<file path="config.mk">
export PLATFORM = sky130hd
export DESIGN_NAME = video_timing_gen
export DESIGN_NICKNAME = d
export VERILOG_FILES = /design/src/rtl/video_timing_pkg.sv /design/src/rtl/vt_axis_cnt.sv /design/src/rtl/video_timing_gen.sv
export SDC_FILE = /design/constraint.sdc
export NUM_CORES = 1
export LEC_CHECK = 0
export CAP_MARGIN = 10
export CORE_MARGIN = 4
export CORE_UTILIZATION = 53
export DETAILED_ROUTE_END_ITERATION = 6
export PLACE_DENSITY = 0.86
export REMOVE_ABC_BUFFERS = 1
export SLEW_MARGIN = 20
export SYNTH_ARGS = -nofsm -noshare
export SYNTH_HDL_FRONTEND = slang
export SYNTH_SLANG_ARGS = --single-unit
export TNS_END_PERCENT = 10
</file>
<file path="constraint.sdc">
create_clock -name CLK -period 3.5 [get_ports CLK]
set_clock_uncertainty 0.15 [all_clocks]
set_input_delay 0.35 -clock CLK [delete_from_list [all_inputs] [get_ports CLK]]
set_output_delay 0.35 -clock CLK [all_outputs]
set_load 0.01 [all_outputs]
</file>
<file path="src/rtl/video_timing_pkg.sv">
// Raster geometry constants and helpers shared by the timing generator.
// Latency: none (elaboration-time constants and functions only).
// Backpressure: not applicable.
package video_timing_pkg;

  // Derived per-axis positions, all counted from the start of the active area
  typedef struct packed {
    int unsigned total;
    int unsigned sync_start;
    int unsigned sync_end;
  } axis_geom_t;

  // Fold active/porch/sync widths into TOTAL, sync START and sync END
  function automatic axis_geom_t axis_geom(input int unsigned active,
                                           input int unsigned fp,
                                           input int unsigned sync,
                                           input int unsigned bp);
    axis_geom_t g;
    g.total      = active + fp + sync + bp;
    g.sync_start = active + fp;
    g.sync_end   = active + fp + sync;
    return g;
  endfunction

  // VGA 640x480@60, 25.175 MHz pixel clock
  localparam int unsigned VGA_H_ACTIVE = 640;
  localparam int unsigned VGA_H_FP     = 16;
  localparam int unsigned VGA_H_SYNC   = 96;
  localparam int unsigned VGA_H_BP     = 48;
  localparam int unsigned VGA_V_ACTIVE = 480;
  localparam int unsigned VGA_V_FP     = 10;
  localparam int unsigned VGA_V_SYNC   = 2;
  localparam int unsigned VGA_V_BP     = 33;

  // PC-8001 640x200 text screen, each source line scanned twice (640x400@70)
  localparam int unsigned PC8K_H_ACTIVE = 640;
  localparam int unsigned PC8K_H_FP     = 16;
  localparam int unsigned PC8K_H_SYNC   = 96;
  localparam int unsigned PC8K_H_BP     = 48;
  localparam int unsigned PC8K_V_ACTIVE = 400;
  localparam int unsigned PC8K_V_FP     = 12;
  localparam int unsigned PC8K_V_SYNC   = 2;
  localparam int unsigned PC8K_V_BP     = 35;

endpackage

</file>
<file path="src/rtl/vt_axis_cnt.sv">
// One raster axis counter: 0..TOTAL-1 with wrap flag and look-ahead value.
// Latency: cnt follows nxt_cnt on the next clk edge; wrap is combinational.
// Backpressure: none; holds while adv is low, restart parks it at TOTAL-1.
module vt_axis_cnt
  import video_timing_pkg::*;
#(
  parameter int unsigned TOTAL = 800,
  parameter int          CNT_W = 10
) (
  input  logic             clk,
  input  logic             rst_n,
  input  logic             adv,
  input  logic             restart,
  output logic [CNT_W-1:0] cnt,
  output logic [CNT_W-1:0] nxt_cnt,
  output logic             wrap
);

  localparam logic [CNT_W-1:0] LAST = CNT_W'(TOTAL - 1);

  logic [CNT_W-1:0] cnt_q;
  logic [CNT_W-1:0] cnt_d;

  assign wrap    = (cnt_q == LAST);
  assign cnt     = cnt_q;
  assign nxt_cnt = cnt_d;

  // Next position: restart parks at the last position so the next advance lands on 0
  always_comb begin
    cnt_d = cnt_q;
    if (restart) begin
      cnt_d = LAST;
    end else if (adv) begin
      cnt_d = wrap ? '0 : cnt_q + CNT_W'(1);
    end
  end

  // Position register, reset to the last position of the axis
  always_ff @(posedge clk or negedge rst_n) begin
    if (!rst_n) begin
      cnt_q <= LAST;
    end else begin
      cnt_q <= cnt_d;
    end
  end

endmodule

</file>
<file path="src/rtl/video_timing_gen.sv">
// Parametrised raster timing generator: counters, sync/DE/blank decodes and strobes.
// Latency: all outputs registered on the same edge as H_CNT/V_CNT (zero decode lag).
// Backpressure: EN low freezes everything and gates strobes; RESTART parks at origin-1.
module video_timing_gen
  import video_timing_pkg::*;
#(
  parameter int          CNT_W    = 10,
  parameter int unsigned H_ACTIVE = VGA_H_ACTIVE,
  parameter int unsigned H_FP     = VGA_H_FP,
  parameter int unsigned H_SYNC   = VGA_H_SYNC,
  parameter int unsigned H_BP     = VGA_H_BP,
  parameter int unsigned V_ACTIVE = VGA_V_ACTIVE,
  parameter int unsigned V_FP     = VGA_V_FP,
  parameter int unsigned V_SYNC   = VGA_V_SYNC,
  parameter int unsigned V_BP     = VGA_V_BP,
  parameter logic        HS_POL   = 1'b0,
  parameter logic        VS_POL   = 1'b0,
  parameter int unsigned CE_DIV   = 1
) (
  input  logic             CLK,
  input  logic             RST_N,
  input  logic             EN,
  input  logic             RESTART,
  output logic             PIX_CE,
  output logic [CNT_W-1:0] H_CNT,
  output logic [CNT_W-1:0] V_CNT,
  output logic             HS,
  output logic             VS,
  output logic             DE,
  output logic             VBLANK,
  output logic             LINE_START,
  output logic             FRAME_START
);

  localparam axis_geom_t HG = axis_geom(H_ACTIVE, H_FP, H_SYNC, H_BP);
  localparam axis_geom_t VG = axis_geom(V_ACTIVE, V_FP, V_SYNC, V_BP);

  generate
    if ((HG.total > 2**CNT_W) || (VG.total > 2**CNT_W) ||
        (H_ACTIVE == 0) || (H_SYNC == 0) || (V_ACTIVE == 0) || (V_SYNC == 0) ||
        (CE_DIV < 1) || (CE_DIV > 16)) begin : g_bad_geom
      $error("video_timing_gen: illegal geometry or CE_DIV");
    end
  endgenerate

  localparam logic [CNT_W-1:0] H_ACT_C    = CNT_W'(H_ACTIVE);
  localparam logic [CNT_W-1:0] HS_START_C = CNT_W'(HG.sync_start);
  localparam logic [CNT_W-1:0] HS_END_C   = CNT_W'(HG.sync_end);
  // With no back porch, HS runs to the end of the line and HS_END is not a position
  localparam bit               HS_TO_END  = (HG.sync_end == HG.total);
  localparam logic [CNT_W-1:0] V_ACT_C    = CNT_W'(V_ACTIVE);
  localparam logic [CNT_W-1:0] VS_START_C = CNT_W'(VG.sync_start);
  // With no back porch, VS releases on line 0
  localparam logic [CNT_W-1:0] VS_OFF_C   = CNT_W'(VG.sync_end % VG.total);
  localparam logic [3:0]       PRESC_LAST = 4'(CE_DIV - 1);

  logic [3:0]       presc_q, presc_d;
  logic             tick;
  logic [CNT_W-1:0] h_nxt, v_nxt;
  logic             h_wrap, v_wrap;
  logic             hs_act, de_nxt, vb_nxt;
  logic             pix_ce_q, ls_q, fs_q, hs_q, vs_q, de_q, vb_q;

  assign tick = EN & (presc_q == PRESC_LAST);

  vt_axis_cnt #(.TOTAL(HG.total), .CNT_W(CNT_W)) u_h_cnt (
    .clk     (CLK),
    .rst_n   (RST_N),
    .adv     (tick),
    .restart (RESTART),
    .cnt     (H_CNT),
    .nxt_cnt (h_nxt),
    .wrap    (h_wrap)
  );

  vt_axis_cnt #(.TOTAL(VG.total), .CNT_W(CNT_W)) u_v_cnt (
    .clk     (CLK),
    .rst_n   (RST_N),
    .adv     (tick & h_wrap),
    .restart (RESTART),
    .cnt     (V_CNT),
    .nxt_cnt (v_nxt),
    .wrap    (v_wrap)
  );

  // Prescaler advance; holds its phase while EN is low
  always_comb begin
    presc_d = presc_q;
    if (tick) begin
      presc_d = '0;
    end else if (EN) begin
      presc_d = presc_q + 4'd1;
    end
  end

  // Level decodes of the position the counters are about to take
  always_comb begin
    hs_act = (h_nxt >= HS_START_C) && (HS_TO_END || (h_nxt < HS_END_C));
    de_nxt = (h_nxt < H_ACT_C) && (v_nxt < V_ACT_C);
    vb_nxt = (v_nxt >= V_ACT_C);
  end

  // Prescaler and output registers; levels update only on pixel ticks
  always_ff @(posedge CLK or negedge RST_N) begin
    if (!RST_N) begin
      presc_q  <= '0;
      pix_ce_q <= 1'b0;
      ls_q     <= 1'b0;
      fs_q     <= 1'b0;
      hs_q     <= ~HS_POL;
      vs_q     <= ~VS_POL;
      de_q     <= 1'b0;
      vb_q     <= 1'b1;
    end else if (RESTART) begin
      presc_q  <= '0;
      pix_ce_q <= 1'b0;
      ls_q     <= 1'b0;
      fs_q     <= 1'b0;
      hs_q     <= ~HS_POL;
      vs_q     <= ~VS_POL;
      de_q     <= 1'b0;
      vb_q     <= 1'b1;
    end else begin
      presc_q  <= presc_d;
      pix_ce_q <= tick;
      // Advancing out of the last pixel means the new position is column 0 / origin
      ls_q     <= tick & h_wrap;
      fs_q     <= tick & h_wrap & v_wrap;
      if (tick) begin
        de_q <= de_nxt;
        vb_q <= vb_nxt;
        hs_q <= hs_act ? HS_POL : ~HS_POL;
        // VS edges only at the HS leading edge so both syncs move together
        if (h_nxt == HS_START_C) begin
          if (v_nxt == VS_START_C) begin
            vs_q <= VS_POL;
          end else if (v_nxt == VS_OFF_C) begin
            vs_q <= ~VS_POL;
          end
        end
      end
    end
  end

  assign PIX_CE      = pix_ce_q;
  assign LINE_START  = ls_q;
  assign FRAME_START = fs_q;
  assign HS          = hs_q;
  assign VS          = vs_q;
  assign DE          = de_q;
  assign VBLANK      = vb_q;

endmodule
</file>
======== Word-level counts from Yosys, hierarchy flattened ========
Index checks and enable logic that the tools add are counted.
storage, ports and cells
  flip-flop bits (word level) ............. 31
  input port bits ......................... 4
  output and inout port bits .............. 27
  word-level logic and storage cells ...... 58
cells by class
  $add $sub $neg .......................... 3
  order comparisons ....................... 5
  equal/unequal tests ..................... 5
  multiplexer cells ....................... 24
  bitwise gates (word level) .............. 3
  reduce and logical (&&, ||, !) cells .... 8
operators with widths
  cell                                                         number
  2-to-1 mux 10 bit                                            6
  == test 10 bit, second input constant                        3
  adder 10 x 1 -> 10 bit, second input constant                2
  == test 10 x 9 -> 1 bit, second input constant               2
  less-than comparator 10 bit, second input constant           2
  2-to-1 mux 1 bit                                             15
  2-to-1 mux 4 bit                                             3
  >= comparator 10 bit, second input constant                  1
  >= comparator 10 x 9 -> 1 bit, second input constant         1
  less-than comparator 10 x 9 -> 1 bit, second input constant  1
  nonzero test 3 bit                                           2
  adder 4 x 1 -> 4 bit, second input constant                  1
  logical NOT 4 bit                                            1
  nonzero test 2 bit                                           2
  bitwise AND 1 bit                                            3
  AND reduction 3 bit                                          1
  logical AND 1 bit                                            2

======== Depth between registers and ports, before layout ========
Gate-level depths: netlist of the first run.
  depth after elaboration ................. 11
  gate-level depth with buffers ........... 12
  depth with buffers taken out ............ 10

======== Modules after synthesis ========
Synthesis of the first run repeated with hierarchy kept, for this count alone.
second synthesis, totals
  cell total of the unflattened synthesis .. 173
  area total of the unflattened synthesis .. 1745.4 um^2
by module, submodules not included
  module                  times used  cells an instance  area an instance (um^2)  seq. area each (um^2)
  video_timing_gen        1           59                 603.1                    279.0
  vt_axis_cnt at u_v_cnt  1           60                 599.3                    254.0
  vt_axis_cnt at u_h_cnt  1           54                 543.0                    259.0

======== Least setup slack after synthesis of the first run ========
OpenSTA, ideal clock, no wires.
  kind .................................... register -> register
  start point ............................. reg u_h_cnt.cnt_q[1] (netlist: u_h_cnt.cnt[1])
  end point ............................... reg vs_q (netlist: VS)
  setup time .............................. 64 ps
  arrival time ............................ 2995 ps
  required time ........................... 3286 ps
  slack ................................... 291 ps
  stages on the path, launching flop included .. 10
  buffers on the path ..................... 1
  clock period less this slack ............ 3209 ps
  cells stage by stage .................... dfstp_2 ha_1 clkbuf_1 nand3_1 nor4_4 nand4_1 xor2_1 or4b_4 or4_1 nand3_1
between the ends
  word-level cells in the longest chain between the ends .. 9
  elaborated cells between the ends (all ways) .. 18
  those cells by class .................... add/sub: 1; eq/ne: 4; mux: 9; bitwise: 1; reduce/logical: 3
ends and longest elaborated chain
  what                                                                            line                     RTL
  start, declared                                                                 vt_axis_cnt.sv:21        logic [CNT_W-1:0] cnt_q;
  start signal, assigned                                                          vt_axis_cnt.sv:43        cnt_q <= cnt_d;
  parallel branches: the longest is 9 deep, another holds adder 10 x 1 -> 10 bit  -
  end signal, assigned                                                            video_timing_gen.sv:111  vs_q <= ~VS_POL;
  end signal, assigned                                                            video_timing_gen.sv:120  vs_q <= ~VS_POL;
  end signal, assigned                                                            video_timing_gen.sv:138  vs_q <= ~VS_POL;
  end, declared                                                                   video_timing_gen.sv:62   logic pix_ce_q, ls_q, fs_q, hs_q, vs_q, de_q, vb_q;
Parallel ways; which one is timed is not known. The select of a mux whose other input is x is not followed.
A chain may end at the register's enable or synchronous reset.

======== Worst setup path after layout of the first run ========
  start point ............................. reg u_h_cnt.cnt_q[0] (netlist: u_h_cnt.cnt[0])
  end point ............................... reg vs_q (netlist: VS)
Same word-level chain as after synthesis.

==> results of run 1 <==
==> worst max path at each step <==
stage	from	endpoint	slack [ns]	cells after the start
5_1_grt	u_h_cnt.cnt[0]	VS	0.06	8
3_3_place_gp	EN	VS	0.36	8
6_report	u_h_cnt.cnt[0]	VS	0.25	8
2_1_floorplan	presc_q[0]	VS	0.13	9
3_5_place_dp	EN	VS	0.27	8
4_1_cts	u_h_cnt.cnt[0]	VS	0.28	8
==> power by group through the flow <==
stage / combinational [W] / sequential [W] / clock (W)
finish: 0.000606 / 0.000543 / 0.000270
global route: 0.000661 / 0.000556 / 0.000295
CTS: 0.000598 / 0.000540 / 0.000278
detailed placement: 0.000595 / 0.000547 / 0
global placement: 0.000585 / 0.000544 / 0
floorplan: 0.000339 / 0.000552 / 0
==> per-stage QoR <==
| step | utilization | instance area [sq um] | total power, W |
|---|---|---|---|
| after detailed placement | 0.6689 | 2285 | 0.001141 |
| final | 0.6908 | 2360 | 0.001420 |
| after global routing | 0.6908 | 2360 | 0.001512 |
| after CTS | 0.6908 | 2360 | 0.001416 |
| after floorplan | - | 1859 | 0.0008909 |
| after global placement | 0.6689 | 2285 | 0.001129 |
==> cell families after synthesis <==
kind of cell               after synthesis  synth area share
AOI/OAI and AO/OA                       48            0.1562
xor gates and xnor gates                12           0.05512
adders and majority gates                5           0.03281
buffers and inverters                   20           0.04069
DFF                                     31            0.4154
muxes                                    2           0.01050
and+or+nand+nor                         94            0.2894
==> worst reg2reg max path, stage by stage (launching register included) <==
cell      delay, ns
dfstp_2        0.62
ha_1           0.30
nand3_1        0.20
or4_4          0.65
a21o_1         0.21
a211oi_1       0.26
nand4_1        0.17
or4_1          0.53
nand3_1        0.10
==> cells in the final DEF (no fill, tap or decap), drive strengths merged, types with 3 or more instances in the layout <==
cell type / count
ha: 5
o31ai: 3
dfstp: 13
clkbuf: 7
nor2: 16
or3: 3
xnor2: 7
and3: 4
a21oi: 14
nand4: 10
nor4: 4
buf: 9
xor2: 5
nand2b: 4
and4: 3
dfrtp: 18
clkdlybuf4s50: 30
nand3: 10
nand2: 14
a21o: 3
o21ai: 12
nor3: 10
or4: 4
inv: 8
a31oi: 5
==> layer usage <==
layer	GRT usage	vias to the layer above	part of all wire	wire, um
met5	0	-	0	0
met4	0.07444	0	0.012	59
met3	0.08374	8	0.098	463
met2	0.3381	83	0.46	2160
met1	0.3103	861	0.43	2059
li1	-	852	-	-
==> layout make-up <==
| cell class | count | share of cell area |
|---|---|---|
| inverters | 8 | 0.01273 |
| clock inverters | 1 | 0.01273 |
| repair buffers | 39 | 0.1559 |
| well taps | 46 | 0.02439 |
| clock buffers | 7 | 0.01909 |
| multi-input cells | 161 | 0.4396 |
| flip-flops and latches | 31 | 0.3356 |
==> out/results.txt, run 1 <==
status: completed
delay-heaviest family, CP: simple AND/OR/NAND/NOR gates
vias in the first global route: 1669
R2R Setup Slk: 0.25 ns
first-pass GRT wire length: 7.928 mm
synthesized flop and latch total: 31
Slew HR: 0.6619
H-tree lvl count: 2
drt initial violations: 178
dominant cell type by area after synthesis: dfrtp_1
Multi-input gate area: 1037 sq um
peak supply drop: 0.0003150 V
total core area: 3416 sq um
final estimated routing congestion in global placement: 0.9697
CP max FO: 14
pre-CTS setup slack: 0.2696 ns
crit path cell chain: ha_1 -> nand3_1 -> or4_4 -> a21o_1 -> a211oi_1 -> nand4_1 -> or4_1 -> nand3_1
Slew @ Worst Pin: 0.5056 ns
kind of critical path: flip-flop to flip-flop
fill cell count: 295
DIE HEIGHT: 67.98 um
clock share of power: 0.190
buffer count from post-CTS setup fixing: 0
largest cells by area after synthesis: dfrtp_1, dfstp_2, a21oi_1
FP Rows: 21
largest net degree at the start of global routing: 32
maximum buffer depth of the clock tree: 2
sequential power share: 0.382
average wire per standard cell: 16.19 um
max_cap viols: 0
Top Ports: 31
post-route ant nets: 0
ANT cells: 0
syn avg cell area: 8.994 sq um
mapped cell area: 1907 sq um
min Tclk post-route: 3.251 ns
Final WS setup: 0.2487 ns
Reg area: 792.0 sq um
Ys Warns: 0
CP startpoint kind: flip-flop
Min-Delay Path Class: input pin to async pin
Synth async-reset ratio: 1.000
pwr/cell area: 601.7 nW/um^2
Critical-path top delay cell: or4_4
Die Wd: 67.98 um
combinational share of power: 0.427
Num CTS Buffers: 5
Die Area: 4621 sq um
Psw: 0.0005407 W
final setup TNS: 0 ns
Mapped Cells: 212
Top cell by count, worst path: nand3_1
Post-DP HPWL: 3.443 mm
synthesis-to-finish area growth: 23.75%
initial antenna violation count: 0
minimum hold slack: 0.2346 ns
Sink Count: 31
WL final: 4.743 mm
Critical Path Sink Type: flip-flop
dpl cells: 285
Initial Util: 0.5582
via/cell ratio: 6.157
RR Endpoint: VS
clk_lat worst skew: 0.34 ns
Root Buffer: clkbuf_4
Cell variety after synth: 44
Commonest cells post-synth: dfrtp_1, nor2_1, a21oi_1, nand2_1, dfstp_2
cell-internal power: 0.0008791 W
share of the synthesized area in the top cell type: 0.2362
period utilization: 0.9289
Seq/Total Area, Yosys: 0.4154
Max Slew Vio Count: 0
Critical path buffers and inverters: 0
Via Count: 1804
Post-synth EDFFs: 0
CP arrival: 3.38 ns
all-layer global routing usage: 0.2288
Resized Gates After CTS: 0
Final Hold Viols: 0
clk slew on worst S/H paths: 0.10 ns
grt total ovfl: 0
Buffers on Ports: 30
P_leak: 0.9333 nW
Req. time, crit path: 3.63 ns
switching share of power: 0.3808
CP peak stage delay: 0.65 ns
# hold bufs at CTS: 0
Achievable Freq: 307.6 MHz
Synth Flop Type: dfrtp_1
fraction of final layout cells sized beyond drive strength 1: 0.1336
RSZ-0062 raised after global routing: no
most numerous cell in the Yosys netlist: dfrtp_1
final setup vio count: 0
CTS tree: built
First-pass DRT Iterations: 5
reg2reg start: u_h_cnt.cnt[0]
final std cells w/o fill: 293
Worst R2R Path Depth: 8
drt drc: 0
nets@finish: 255
(Power assumes the default switching activity.)
==> inputs of run 2 (changes only) <==
Settings changed: CORE_UTILIZATION 53 to 45, PLACE_DENSITY 0.86 to 0.76.
==> out/results.txt, run 2 (synthesis gave the netlist of run 1 again) <==
status: completed
initial antenna violation count: 0 (unchanged)
drt drc: 0 (unchanged)
P_leak: 0.9367 nW (+0.36%)
final estimated routing congestion in global placement: 0.9257 (-4.5%)
Initial Util: 0.4699 (-0.08831)
Num CTS Buffers: 5 (unchanged)
final setup vio count: 0 (unchanged)
Critical-path top delay cell: or4_4
Via Count: 1803 (-0.055%)
RSZ-0062 raised after global routing: no
kind of critical path: flip-flop to flip-flop
grt total ovfl: 0 (unchanged)
Top cell by count, worst path: nand3_1
Reg area: 792.0 sq um (unchanged)
First-pass DRT Iterations: 5 (unchanged)
Sink Count: 31 (unchanged)
final setup TNS: 0 ns (unchanged)
Slew @ Worst Pin: 0.8774 ns (+0.3718 ns)
fill cell count: 340 (+15%)
Critical path buffers and inverters: 0 (unchanged)
CP startpoint kind: flip-flop
FP Rows: 23 (+9.5%)
ANT cells: 0 (unchanged)
Critical Path Sink Type: flip-flop
most common cell after layout, fill and taps aside: clkdlybuf4s50_1
nets@finish: 254 (-0.39%)
CP max FO: 14 (unchanged)
total core area: 4058 sq um (+19%)
RR Endpoint: VS
Achievable Freq: 309.4 MHz (+0.58%)
min Tclk post-route: 3.233 ns (-0.01880 ns)
all-layer global routing usage: 0.1974 (-0.03147)
delay-heaviest family, CP: simple AND/OR/NAND/NOR gates
CP peak stage delay: 0.65 ns (about the same)
Root Buffer: clkbuf_8
CP arrival: 3.30 ns (-0.08 ns)
clk_lat worst skew: 0.28 ns (-0.06 ns)
first-pass GRT wire length: 8.148 mm (+2.8%)
Die Area: 5343 sq um (+16%)
drt initial violations: 197 (+11%)
Worst R2R Path Depth: 8 (unchanged)
H-tree lvl count: 2 (unchanged)
buffer count from post-CTS setup fixing: 0 (unchanged)
commonest cells after routing, fill and taps aside: clkdlybuf4s50_1, dfrtp_1, nor2_1
Resized Gates After CTS: 0 (unchanged)
DIE HEIGHT: 73.10 um (+7.5%)
clk slew on worst S/H paths: 0.06 ns (-0.04 ns)
# hold bufs at CTS: 0 (unchanged)
Die Wd: 73.10 um (+7.5%)
post-route ant nets: 0 (unchanged)
largest net degree at the start of global routing: 32 (unchanged)
Post-DP HPWL: 3.440 mm (about the same)
CTS tree: built
vias in the first global route: 1622 (-2.8%)
Tot Pwr: 0.001433 W (+0.94%)
Slew HR: 0.4097 (-0.2522)
dpl cells: 288 (+1.1%)
reg2reg start: u_h_cnt.cnt[0]
Req. time, crit path: 3.56 ns (-0.07 ns)
R2R Setup Slk: 0.27 ns (+0.02 ns)
WL final: 4.820 mm (+1.6%)
crit path cell chain: ha_1 -> nand3_1 -> or4_4 -> or3_1 -> nand3_1 -> nand4_1 -> or4_1 -> nand3_1
Multi-input gate area: 1037 sq um (unchanged)
final std cells w/o fill: 296 (+1.0%)
Top Ports: 31 (unchanged)
max_cap viols: 0 (unchanged)
Final Hold Viols: 0 (unchanged)
average wire per standard cell: 16.28 um (+0.59%)
period utilization: 0.9236 (-0.005371)
via/cell ratio: 6.091 (-1.1%)
Min-Delay Path Class: input pin to async pin
fraction of final layout cells sized beyond drive strength 1: 0.1341 (+0.0005431)
maximum buffer depth of the clock tree: 2 (unchanged)
pwr/cell area: 603.8 nW/um^2 (+0.35%)
peak supply drop: 0.0002345 V (-26%)
Max Slew Vio Count: 0 (unchanged)
Buffers on Ports: 30 (unchanged)
synthesis-to-finish area growth: 24.48%
run 2: cell types whose count changed in the layout (fill, tap and decap cells not counted):
cell / previous run / this run
bufinv_16: 1 / 0
clkbuf_1: 2 / 1
clkbuf_4: 5 / 0
buf_4: 9 / 8
clkbuf_8: 0 / 6
clkinv_2: 0 / 1
run 2: worst max path at each step:
stage / startpoint / endpoint / slack (ns) / depth (start not counted)
after CTS: u_h_cnt.cnt[0] / VS / 0.29 / 8
final: u_h_cnt.cnt[0] / VS / 0.27 / 8
after global placement: EN / VS / 0.32 / 9
after detailed placement: EN / VS / 0.30 / 8
after global routing: u_h_cnt.cnt[0] / VS / 0.1 / 9
after floorplan: presc_q[0] / VS / 0.13 / 9
run 2: area by class of cell:
class / count / share of cell area
multi-input cells: 161 / 0.4370
well taps: 50 / 0.02636
clock buffers: 7 / 0.03637
repair buffers: 38 / 0.1518
flip-flops and latches: 31 / 0.3337
clock inverters: 1 / 0.002109
inverters: 8 / 0.01265
run 2: layer usage:
layer,routed length [um],track usage,vias to the layer above
li1,-,-,852
met1,2171,0.2820,844
met2,2162,0.2890,99
met3,426,0.03994,8
met4,59,0.08197,0
met5,0,0,-
run 2: report_power, final:
group	switching, W	internal (W)	leakage [nW]	total (W)
Clock	0.000125	0.000158	0.0482	0.000283
Combinational	0.000324	0.000278	0.503	0.000602
Sequential	0.000101	0.000447	0.386	0.000547
Total	0.000550	0.000883	0.937	0.00143
run 2: per-stage QoR:
step	cell area, sq um	worst slack, ns	utilization	hold WS (ns)
after detailed placement	2282	0.3034	0.5624	0.3367
final	2374	0.2675	0.5850	0.3201
after CTS	2374	0.2905	0.5850	0.3240
after global routing	2374	0.09993	0.5850	0.3419
after global placement	2282	0.3246	0.5624	0.3388
after floorplan	1859	0.1297	-	-0.09559
run 2: worst register-to-register path: cells and delay by family (launching register included):
family | cells | cell delay (ns)
and+or+nand+nor | 7 | 2.07
DFF | 1 | 0.62
adders and majority gates | 1 | 0.32
==> inputs of run 3 (changes only) <==
Settings changed: CTS_BUF_LIST from default to sky130_fd_sc_hd__clkbuf_8 sky130_fd_sc_hd__clkbuf_16.
==> out/results.txt, run 3 (synthesis gave the netlist of run 1 again) <==
R2R Setup Slk: 0.25 ns (about the same)
total core area: 4058 sq um (unchanged)
Critical Path Sink Type: flip-flop
Slew HR: 0.4209 (+0.01120)
Initial Util: 0.4699 (unchanged)
CP peak stage delay: 0.65 ns (about the same)
Slew @ Worst Pin: 0.8607 ns (-0.01664 ns)
nets@finish: 254 (unchanged)
DIE HEIGHT: 73.10 um (unchanged)
post-route ant nets: 0 (unchanged)
max_cap viols: 0 (unchanged)
Max Slew Vio Count: 0 (unchanged)
CP arrival: 3.31 ns (about the same)
FP Rows: 23 (unchanged)
final setup vio count: 0 (unchanged)
min Tclk post-route: 3.246 ns (+0.01332 ns)
Post-DP HPWL: 3.440 mm (unchanged)
RR Endpoint: VS
Buffers on Ports: 30 (unchanged)
P_leak: 0.9408 nW (+0.44%)
CTS tree: built
status: completed
commonest cells after routing, fill and taps aside: clkdlybuf4s50_1, dfrtp_1, nor2_1
WL final: 4.827 mm (+0.15%)
fraction of final layout cells sized beyond drive strength 1: 0.1341 (unchanged)
final setup TNS: 0 ns (unchanged)
Die Area: 5343 sq um (unchanged)
Top Ports: 31 (unchanged)
all-layer global routing usage: 0.1971 (-0.0002877)
Via Count: 1798 (-0.28%)
kind of critical path: flip-flop to flip-flop
CP endpoint: VS
CP max FO: 14 (unchanged)
Final WS setup: 0.2542 ns (-0.01332 ns)
initial antenna violation count: 0 (unchanged)
Req. time, crit path: 3.57 ns (about the same)
CP startpoint kind: flip-flop
peak supply drop: 0.0002344 V (about the same)
Top cell by count, worst path: nand3_1
first-pass GRT wire length: 8.135 mm (-0.16%)
pwr/cell area: 602.6 nW/um^2 (-0.20%)
met3 WL: 391 um (-8.2%)
grt total ovfl: 0 (unchanged)
routed wl met2: 2.140 mm (-1.0%)
Root Buffer: clkbuf_8
Resized Gates After CTS: 0 (unchanged)
Final Hold Viols: 0 (unchanged)
pre-CTS setup slack: 0.3034 ns (unchanged)
top sig layer: met4
Sink Count: 31 (unchanged)
Worst R2R Path Depth: 8 (unchanged)
final std cells w/o fill: 296 (unchanged)
clk_lat worst skew: 0.28 ns (about the same)
RSZ-0062 raised after global routing: no
ANT cells: 0 (unchanged)
average wire per standard cell: 16.31 um (+0.15%)
Achievable Freq: 308.1 MHz (-0.41%)
First-pass DRT Iterations: 5 (unchanged)
drt drc: 0 (unchanged)
synthesis-to-finish area growth: 24.48% (unchanged)
Die Wd: 73.10 um (unchanged)
final estimated routing congestion in global placement: 0.9257 (unchanged)
vias in the first global route: 1619 (-0.18%)
reg2reg start: u_h_cnt.cnt[0]
Min-Delay Path Class: input pin to async pin
crit path cell chain: ha_1 -> nand3_1 -> or4_4 -> or3_1 -> nand3_1 -> nand4_1 -> or4_1 -> nand3_1
clk slew on worst S/H paths: 0.07 ns (about the same)
via/cell ratio: 6.074 (-0.28%)
Num CTS Buffers: 5 (unchanged)
maximum buffer depth of the clock tree: 2 (unchanged)
most common cell after layout, fill and taps aside: clkdlybuf4s50_1
largest net degree at the start of global routing: 32 (unchanged)
drt initial violations: 210 (+6.6%)
# hold bufs at CTS: 0 (unchanged)
Critical-path top delay cell: or4_4
Post-Route M1 WL: 2.222 mm (+2.3%)
Setup crit start: u_h_cnt.cnt[0]
period utilization: 0.9274 (+0.003805)
dpl cells: 288 (unchanged)
buffer count from post-CTS setup fixing: 0 (unchanged)
H-tree lvl count: 2 (unchanged)
[run 3: changes by cell type in the layout (fill, tap and decap cells not counted), sizes merged]
cell    delta
clkbuf     -1
inv        +1
[run 3: where the power goes]
part,switching [W],internal [W],total [W]
clock network,0.000127,0.000155,0.000282
registers,0.0000999,0.000447,0.000547
logic,0.000324,0.000278,0.000602
[run 3: final cells by class]
type / count / area, sq um
inverter: 8 / 30.03
clock buffer: 6 / 82.58
clock inverter: 2 / 8.758
timing repair buffer: 38 / 360.3
multi-input combinational: 161 / 1037
sequential: 31 / 792.0
fill: 340 / 1684
tap: 50 / 62.56
[run 3: how the worst min path moves through the flow]
stage,end,slack (ns),cells past startpoint
after floorplan,DE,-0.1,0
after global placement,VS,0.34,2
after detailed placement,DE,0.34,1
after CTS,presc_q[3],0.32,2
after global routing,presc_q[3],0.34,2
final,presc_q[3],0.32,2
[run 3: worst max-delay path: cells and delay by family (launching register included)]
family / cells / cell delay (ns)
flip-flops: 1 / 0.62
adder cells (fa/ha/maj): 1 / 0.31
AND/OR/NAND/NOR: 7 / 2.10
[run 3: per-layer routing]
layer  vias to the layer above  track usage
met3                        10      0.03994
li1                        847            -
met4                         0      0.08197
met2                        96       0.2860
met1                       845       0.2837
met5                         -            0
[run 3: metrics by stage]
stage                     area [sq um]  hold slack, ns  power (W)  utilization
final                             2374          0.3180   0.001430       0.5850
after global routing              2374          0.3428   0.001528       0.5850
after global placement            2282          0.3388   0.001133       0.5624
after CTS                         2374          0.3250   0.001437       0.5850
after detailed placement          2282          0.3367   0.001143       0.5624
after floorplan                   1859        -0.09559  0.0008909            -
==> variant (config.mk and constraints of run 1) <==
`VS_POL`: 1'b0 -> 1'b1.
--- a/src/rtl/video_timing_gen.sv
+++ b/src/rtl/video_timing_gen.sv
@@ -14,7 +14,7 @@
   parameter int unsigned V_SYNC   = VGA_V_SYNC,
   parameter int unsigned V_BP     = VGA_V_BP,
   parameter logic        HS_POL   = 1'b0,
-  parameter logic        VS_POL   = 1'b0,
+  parameter logic        VS_POL   = 1'b1,
   parameter int unsigned CE_DIV   = 1
 ) (
   input  logic             CLK,
Behaviour: not the same (a bounded check fails within 4 cycles, from zero or initial values and one cycle with RST_N low).
==> variant against run 1 <==
Routed wire length fell by 4.8%; sequential cell count did not move; maximum frequency fell by 0.15%; setup slack got worse by 0.0050 ns; cell area fell by 2.4%; cell count fell by 4.1%; total power fell by 8.0%; highest routed layer unchanged; via count fell by 6.2%; clock power fell by 12%; sequential share of layout area rose by 0.78 points; count of clock-buffer cells in the layout rose by 1; synthesized area fell by 2.4%.
==> variant: results (changes against run 1) <==
stage,metric,value,unit,change
clock_network,CTS root buf,clkbuf_4,,
logic_synthesis,Synth Flop Type,dfrtp_1,,
placed_design,I/O Buffers,30,,unchanged
grt,GRT Overall Usage,23.1,%,+0.20 points
clock_network,post-CTS sizing,0,,unchanged
drt,DR pass1 iterations,4,,-1
placed_design,DP Wirelength,3300,um,-4.2%
worst_setup_path,Crit Path Class,register to register,,
worst_setup_path,R2R Setup Slk,0.24,ns,
run_status,status,"complete, no violations",,
drt,Avg WL per Cell,16.1,um,-0.72%
drt,Iter 0 DRT Violations,174,,-2.2%
logic_synthesis,Area contributors post-synth,"dfrtp_1 (26%), dfstp_2 (17%), nor2_1 (4.6%)",,
grt,first-pass GRT wire length,7910,um,-0.26%
pwr,VDD IR-drop max,0.000354,V,+13%
logic_synthesis,"Warnings, synthesis",0,,unchanged
clock_network,setup bufs post-CTS,0,,unchanged
placed_design,Area after DPL,2230,sq um,-2.2%
drt,via count,1692,,-6.2%
clock_network,CTS H-tree depth,2,,unchanged
placed_design,GP Congestion,0.905,,-6.6%
logic_synthesis,sequential area share after synthesis,42.5,%,+0.97 points
logic_synthesis,"top cells by count, synth","nor2_1 (23), dfrtp_1 (19), nand2_1 (14)",,
layout,layout cells sized above 1,15.3,%,+2.0 points
grt,largest net degree at the start of global routing,32,,unchanged
worst_setup_path,r2r endpoint,DE,,
grt,initial antenna violation count,0,,unchanged
worst_setup_path,"Max FO, Critical Path",13,,-1
clock_network,Clock Path Buffers,2,,unchanged
layout,Ant. Diodes,0,,unchanged
timing,final setup violating endpoints,0,,unchanged
layout,Nets,243,,-4.7%
logic_synthesis,Synth async-reset ratio,100,%,unchanged
logic_synthesis,Yosys cell types,51,,+16%
worst_setup_path,FF-to-FF Start,u_h_cnt.cnt[0],,
timing,final hold viol count,0,,unchanged
timing,Slew headroom,66.5,%,+0.32 points
pwr,Leakage,0.000954,uW,+2.2%
worst_hold_path,hold crit path type,primary input to asynchronous set/reset pin,,
clock_network,clock transition at the registers of the reported paths,0.09,ns,
clock_network,total CTS buffers,5,,unchanged
clock_network,clk_lat worst skew,0.33,ns,
worst_setup_path,R2R depth,8,,unchanged
## variant: how the worst min path moves through the flow
stage,end,slack (ns),cells after the start
3_3_place_gp,VBLANK,0.34,2
4_1_cts,PIX_CE,0.26,2
2_1_floorplan,DE,-0.1,0
3_5_place_dp,VBLANK,0.34,2
6_report,presc_q[0],0.25,2
5_1_grt,DE,0.28,2
## variant: routing by layer
metal | track usage (%) | routed length [um]
met1 | 30.5 | 1930
met2 | 35.2 | 2170
met3 | 6.32 | 321
met4 | 10.4 | 99
met5 | 0 | 0
## variant: metrics by stage
stage	setup WS [ns]	std cells	power, uW	hold slack [ns]
after floorplan	0.350	189	837	-0.0956
after global placement	0.269	273	1060	0.341
after detailed placement	0.168	273	1070	0.345
after CTS	0.270	281	1310	0.261
after global routing	0.123	281	1390	0.280
final	0.244	281	1310	0.252
## variant: where the power goes
part | internal, uW | switching [uW]
clock network | 118 | 119
registers | 443 | 80.3
logic | 246 | 299
## variant: kinds of logic (layout without fill, tap and decap cells)
family | count (synthesis) | after routing | synth area share, %
simple gates | 93 | 93 | 28.4
mux | 4 | 4 | 2.15
flops | 31 | 31 | 42.5
xor+xnor | 11 | 11 | 5.18
compound gates | 36 | 36 | 14.2
buf+inv | 19 | 55 | 4.24
fa+ha+maj | 5 | 5 | 3.36
## variant: worst max-delay path, stage by stage, from the launching register on
cell      delay (ns)
dfstp_2         0.60
ha_1            0.21
nand3_1         0.23
or4_4           0.69
o311ai_2        0.38
o41ai_4         0.17
nand3b_2        0.14
or4b_1          0.45
a21oi_1         0.15
## variant: cell type report
| class | instances | area [sq um] |
|---|---|---|
| Sequential cell | 31 | 791 |
| Timing Repair Buffer | 38 | 360 |
| Fill cell | 281 | 1060 |
| Inverter | 9 | 33.8 |
| Multi-Input combinational cell | 149 | 991 |
| Clock buffer | 8 | 68.8 |
| Tap cell | 46 | 57.6 |
